## src/rtl/param_serial_tx.sv

```systemverilog
// Parameter-word serial transmitter: load_params pulse, then MSB-first shift per ack.
// Optional watchdog enabled by defining PARAM_TX_TIMEOUT_EN.
module param_serial_tx #(
  parameter int DATA_WIDTH     = 312,
  parameter int TIMEOUT_CYCLES = 1023
) (
  input  logic                  clk,
  input  logic                  rst_n,
  input  logic                  start,
  input  logic [DATA_WIDTH-1:0] param_word,
  input  logic                  data_written,
  input  logic                  end_writing,
  output logic                  load_params,
  output logic                  serial_out,
  output logic                  busy,
  output logic                  done,
  output logic                  error
);

  localparam int CW = $clog2(DATA_WIDTH + 1);

  typedef enum logic [2:0] {
    S_IDLE,
    S_ARM,
    S_SEND,
    S_WAIT_END,
    S_DONE,
    S_ERROR
  } state_t;

  state_t                state_q;
  state_t                state_d;
  logic [DATA_WIDTH-1:0] shreg;
  logic [CW-1:0]         bit_cnt;
  logic                  error_q;
  logic                  ack_last;
  logic                  wd_hit;

  assign ack_last = data_written
                  && (bit_cnt == CW'(DATA_WIDTH - 1));

`ifdef PARAM_TX_TIMEOUT_EN
  localparam int WW = $clog2(TIMEOUT_CYCLES + 1);

  logic [WW-1:0] wd;

  assign wd_hit = (wd == WW'(TIMEOUT_CYCLES - 1));

  // Restarts on every state change and on every ack.
  always_ff @(posedge clk or negedge rst_n) begin
    if (!rst_n) begin
      wd <= '0;
    end else if (state_d != state_q || data_written) begin
      wd <= '0;
    end else if (state_q == S_SEND || state_q == S_WAIT_END) begin
      wd <= wd + WW'(1);
    end
  end
`else
  assign wd_hit = 1'b0;
`endif

  always_ff @(posedge clk or negedge rst_n) begin
    if (!rst_n) begin
      state_q <= S_IDLE;
    end else begin
      state_q <= state_d;
    end
  end

  always_comb begin
    state_d = state_q;
    unique case (state_q)
      S_IDLE: begin
        if (start) state_d = S_ARM;
      end
      S_ARM: begin
        state_d = data_written ? S_ERROR : S_SEND;
      end
      S_SEND: begin
        if (ack_last) begin
          state_d = end_writing ? S_DONE : S_WAIT_END;
        end else if (end_writing) begin
          state_d = S_ERROR;
        end else if (!data_written && wd_hit) begin
          state_d = S_ERROR;
        end
      end
      S_WAIT_END: begin
        if (data_written) begin
          state_d = S_ERROR;
        end else if (end_writing) begin
          state_d = S_DONE;
        end else if (wd_hit) begin
          state_d = S_ERROR;
        end
      end
      S_DONE:  state_d = S_IDLE;
      S_ERROR: state_d = S_IDLE;
      default: state_d = S_IDLE;
    endcase
  end

  always_ff @(posedge clk or negedge rst_n) begin
    if (!rst_n) begin
      shreg   <= '0;
      bit_cnt <= '0;
    end else if (state_q == S_IDLE && start) begin
      shreg   <= param_word;
      bit_cnt <= '0;
    end else if (state_q == S_SEND && data_written) begin
      shreg   <= {shreg[DATA_WIDTH-2:0], 1'b0};
      bit_cnt <= bit_cnt + CW'(1);
    end
  end

  always_ff @(posedge clk or negedge rst_n) begin
    if (!rst_n) begin
      error_q <= 1'b0;
    end else if (state_q == S_IDLE && start) begin
      error_q <= 1'b0;
    end else if (state_d == S_ERROR) begin
      error_q <= 1'b1;
    end
  end

  always_comb begin
    load_params = 1'b0;
    serial_out  = 1'b0;
    busy        = 1'b0;
    done        = 1'b0;
    error       = error_q;
    unique case (state_q)
      S_ARM: begin
        load_params = 1'b1;
        busy        = 1'b1;
      end
      S_SEND: begin
        serial_out = shreg[DATA_WIDTH-1];
        busy       = 1'b1;
      end
      S_WAIT_END: busy = 1'b1;
      S_DONE: begin
        done = 1'b1;
        busy = 1'b1;
      end
      default: ;
    endcase
  end

endmodule

```

## config.mk

```make
export PLATFORM = sky130hd
export DESIGN_NAME = param_serial_tx
export DESIGN_NICKNAME = d
export VERILOG_FILES = /design/src/rtl/param_serial_tx.sv
export SDC_FILE = /design/constraint.sdc
export NUM_CORES = 1
export LEC_CHECK = 0
export CAP_MARGIN = 10
export CORE_ASPECT_RATIO = 0.9
export CORE_MARGIN = 8
export CORE_UTILIZATION = 51
export CTS_CLUSTER_DIAMETER = 200
export CTS_CLUSTER_SIZE = 14
export DETAILED_ROUTE_END_ITERATION = 7
export PLACE_DENSITY = 0.81
export SLEW_MARGIN = 30
export SYNTH_ARGS = -nofsm -noshare
export SYNTH_HDL_FRONTEND = slang
export SYNTH_SLANG_ARGS = --single-unit
```

## constraint.sdc

```tcl
create_clock -name clk -period 2.3 [get_ports clk]
set_clock_uncertainty 0.2 [all_clocks]
set_input_delay 0.575 -clock clk [delete_from_list [all_inputs] [get_ports clk]]
set_output_delay 0.575 -clock clk [all_outputs]
set_load 0.05 [all_outputs]
```

==> impl_metrics.json <==
{
  "synth_area_um2": 14540,
  "synth-edff-count": 0,
  "cts_buffers": 27,
  "grt_usage_pct": 22.72,
  "drive_above_1_share_pct": 7.054,
  "critPathKind": "flop to output port",
  "dp_hpwl_mm": 28.51,
  "synth_cell_type_count": 34,
  "synth-seq-cells": 325,
  "ant_nets": 0,
  "synthFlopType": "dfrtp_1",
  "synthesis.nets": 2024,
  "fin_crit_sh_pct": 99.50,
  "synthArstFlopShare_pct": 100.0,
  "power_density_nw_per_um2": 1273,
  "synthToLayoutAreaGrowth_pct": 33.92,
  "start_util_pct": 51.89,
  "row_count": 58,
  "grt_pass1_vias": 13010,
  "rrSetupSlack_ns": 0.21,
  "layout_common_cells": "568 x nand2_1, 322 x dfrtp_1, 315 x clkdlybuf4s50_1, 291 x nor2_1, 280 x a31oi_1",
  "hold_path_class": "flop to flop",
  "grt_pass1_wl_mm": 65.49,
  "critPathLaunchType": "flop",
  "placed_cell_area_um2": 18660,
  "path_max_fanout": 5,
  "cts_sinks": 325,
  "final_area_um2": 19470,
  "r2r_end": "shreg[241]$_DFFE_PN0P_",
  "layout_commonest_cell": "nand2_1",
  "synth-seq-area-share_pct": 55.95,
  "hold_start": "shreg[309]$_DFFE_PN0P_",
  "avgSynthCellArea_um2": 8.521,
  "peakVddDrop_uv": 621.3,
  "cts_tree": "built",
  "die_x_um": 194.0,
  "ctsRootBufferMaster": "clkbuf_16",
  "vias": 13170,
  "setup_viol_count_final": 0,
  "status": "complete, no violations",
  "routed_via_density": 5.549,
  "critical_path_required_ns": 1.52,
  "reg2regPathDepth": 7,
  "core_um2": 28010,
  "maxCapViolations": 0,
  "antenna_found_initial": 3,
  "hold_end": "shreg[310]$_DFFE_PN0P_",
  "firstDrtPassIters": 6,
  "wl_mm": 39.89,
  "whs_path_depth": 2,
  "syn_inst": 1706,
  "grt_overflow": 0,
  "clock.fmax_mhz": 437.0,
  "rsz0062_at_grt": "yes",
  "r2r_start": "state_q[2]$_DFF_PN0_",
  "finalHoldViolCount": 0,
  "end_kind": "output port",
  "final_nets": 2331,
  "grt_max_degree": 61,
  "worst_pin_slew_ns": 0.4039,
  "crit_start": "state_q[2]$_DFF_PN0_",
  "clkLatencyLatePin_ns": 0.54,
  "htree_levels": 1,
  "p_leak_nw": 8.591,
  "clk_pin_slew_ns": 0.07,
  "io_pins": 322,
  "maxSlewHeadroom_pct": 73.07,
  "hold_ws_ns": 0.3003,
  "die-area_um2": 34170,
  "port_buffers": 321,
  "drv_slew": 0,
  "die_h_um": 176.2,
  "yosysWarnings": 0,
  "drcViolationCount": 0,
  "wire_per_inst_um": 16.80,
  "crit_arrival_ns": 1.51,
  "gp_congestion": 0.8468,
  "period_needed_ns": 2.289,
  "drt_iter0_markers": 1100,
  "cts_buffer_depth": 3
}
-- logic make-up after synthesis --
kind of cell	synth area share [%]
adders and majority gates	0.08606
DFF	55.95
buffers and inverters	5.569
and+or+nand+nor	23.31
xor gates and xnor gates	0.5423
AOI/OAI and AO/OA	14.44
muxes	0.1033
-- through the flow --
stage	total power, W	util (%)	TNS [ns]	cells	setup slack, ns
after floorplan	0.01693	-	0	1706	0.1505
after global placement	0.02001	66.62	-13.58	2335	-0.1008
after detailed placement	0.02060	66.62	-20.18	2335	-0.1735
after CTS	0.02486	69.37	-0.03200	2370	-0.01794
after global routing	0.02679	69.50	-0.1529	2374	-0.06612
final	0.02478	69.50	0	2374	0.01147
-- critical path, cell delays in order (launching register included) --
cell,delay [ns]
dfrtp_2,0.45
nand2b_1,0.19
nor2_2,0.18
buf_12,0.16
-- power by group --
group,leakage [nW],switching [W],internal [W]
logic,4.67,0.00596,0.00487
registers,3.58,0.00148,0.00842
clock network,0.344,0.00196,0.00208
total,8.59,0.00941,0.0154
-- flip-flops by register name, summed over array words and instances (netlist names) --
signal / flops
error: 1
state_q: 3
shreg: 312
bit_cnt: 9
-- layout make-up --
class | instances | area, um2
clock buffers | 27 | 675.6
repair buffers | 416 | 4434
diodes | 1 | 2.502
multi-input cells | 1212 | 5627
flip-flops and latches | 325 | 8137
clock inverters | 2 | 25.02
inverters | 31 | 116.4
fillers | 2066 | 8544
well taps | 360 | 450.4
-- worst max-delay path by stage --
stage | cells past startpoint | endpoint | slack [ns]
floorplan | 3 | busy | 0.15
global placement | 6 | shreg[232]$_DFFE_PN0P_ | -0.10
detailed placement | 7 | shreg[68]$_DFFE_PN0P_ | -0.17
CTS | 3 | busy | -0.02
global route | 3 | busy | -0.07
finish | 3 | load_params | 0.01
-- routing by layer --
| layer | track usage (%) | routed length, um | vias up |
|---|---|---|---|
| met5 | 0 | 23 | - |
| met4 | 7.345 | 1298 | 4 |
| met3 | 4.454 | 2623 | 75 |
| met2 | 36.97 | 18530 | 481 |
| met1 | 30.50 | 17410 | 6289 |
| li1 | - | - | 6325 |
-- synth_stat cells (2+ instances only) --
master    count  area share (%)
inv_1        31            0.80
and3_1        2           0.086
a22o_1        2            0.12
nand4_1       2           0.086
nor3_1        3            0.10
buf_6         9            0.70
clkbuf_1     50             1.3
nor2_1      293             7.6
nand3_1       4            0.14
buf_2        73             2.5
nor4_1        3            0.13
a31oi_1     280              12
a21oi_1       2           0.069
xnor2_1       6            0.36
dfrtp_1     325              56
a222oi_1     30             2.1
nand2_1     568              15
buf_4         4            0.21
and2_1        2           0.086
xor2_1        3            0.18
-- what timing repair did --
item	4_1_cts	5_1_grt
pin swaps	1	2
gates resized for setup	8	2
buffers inserted	5	3
hold buffers	1	0
endpoints found under the setup margin	4	4
hold endpoints to repair	33	0
Note: power is estimated with default switching activity, not from simulation.
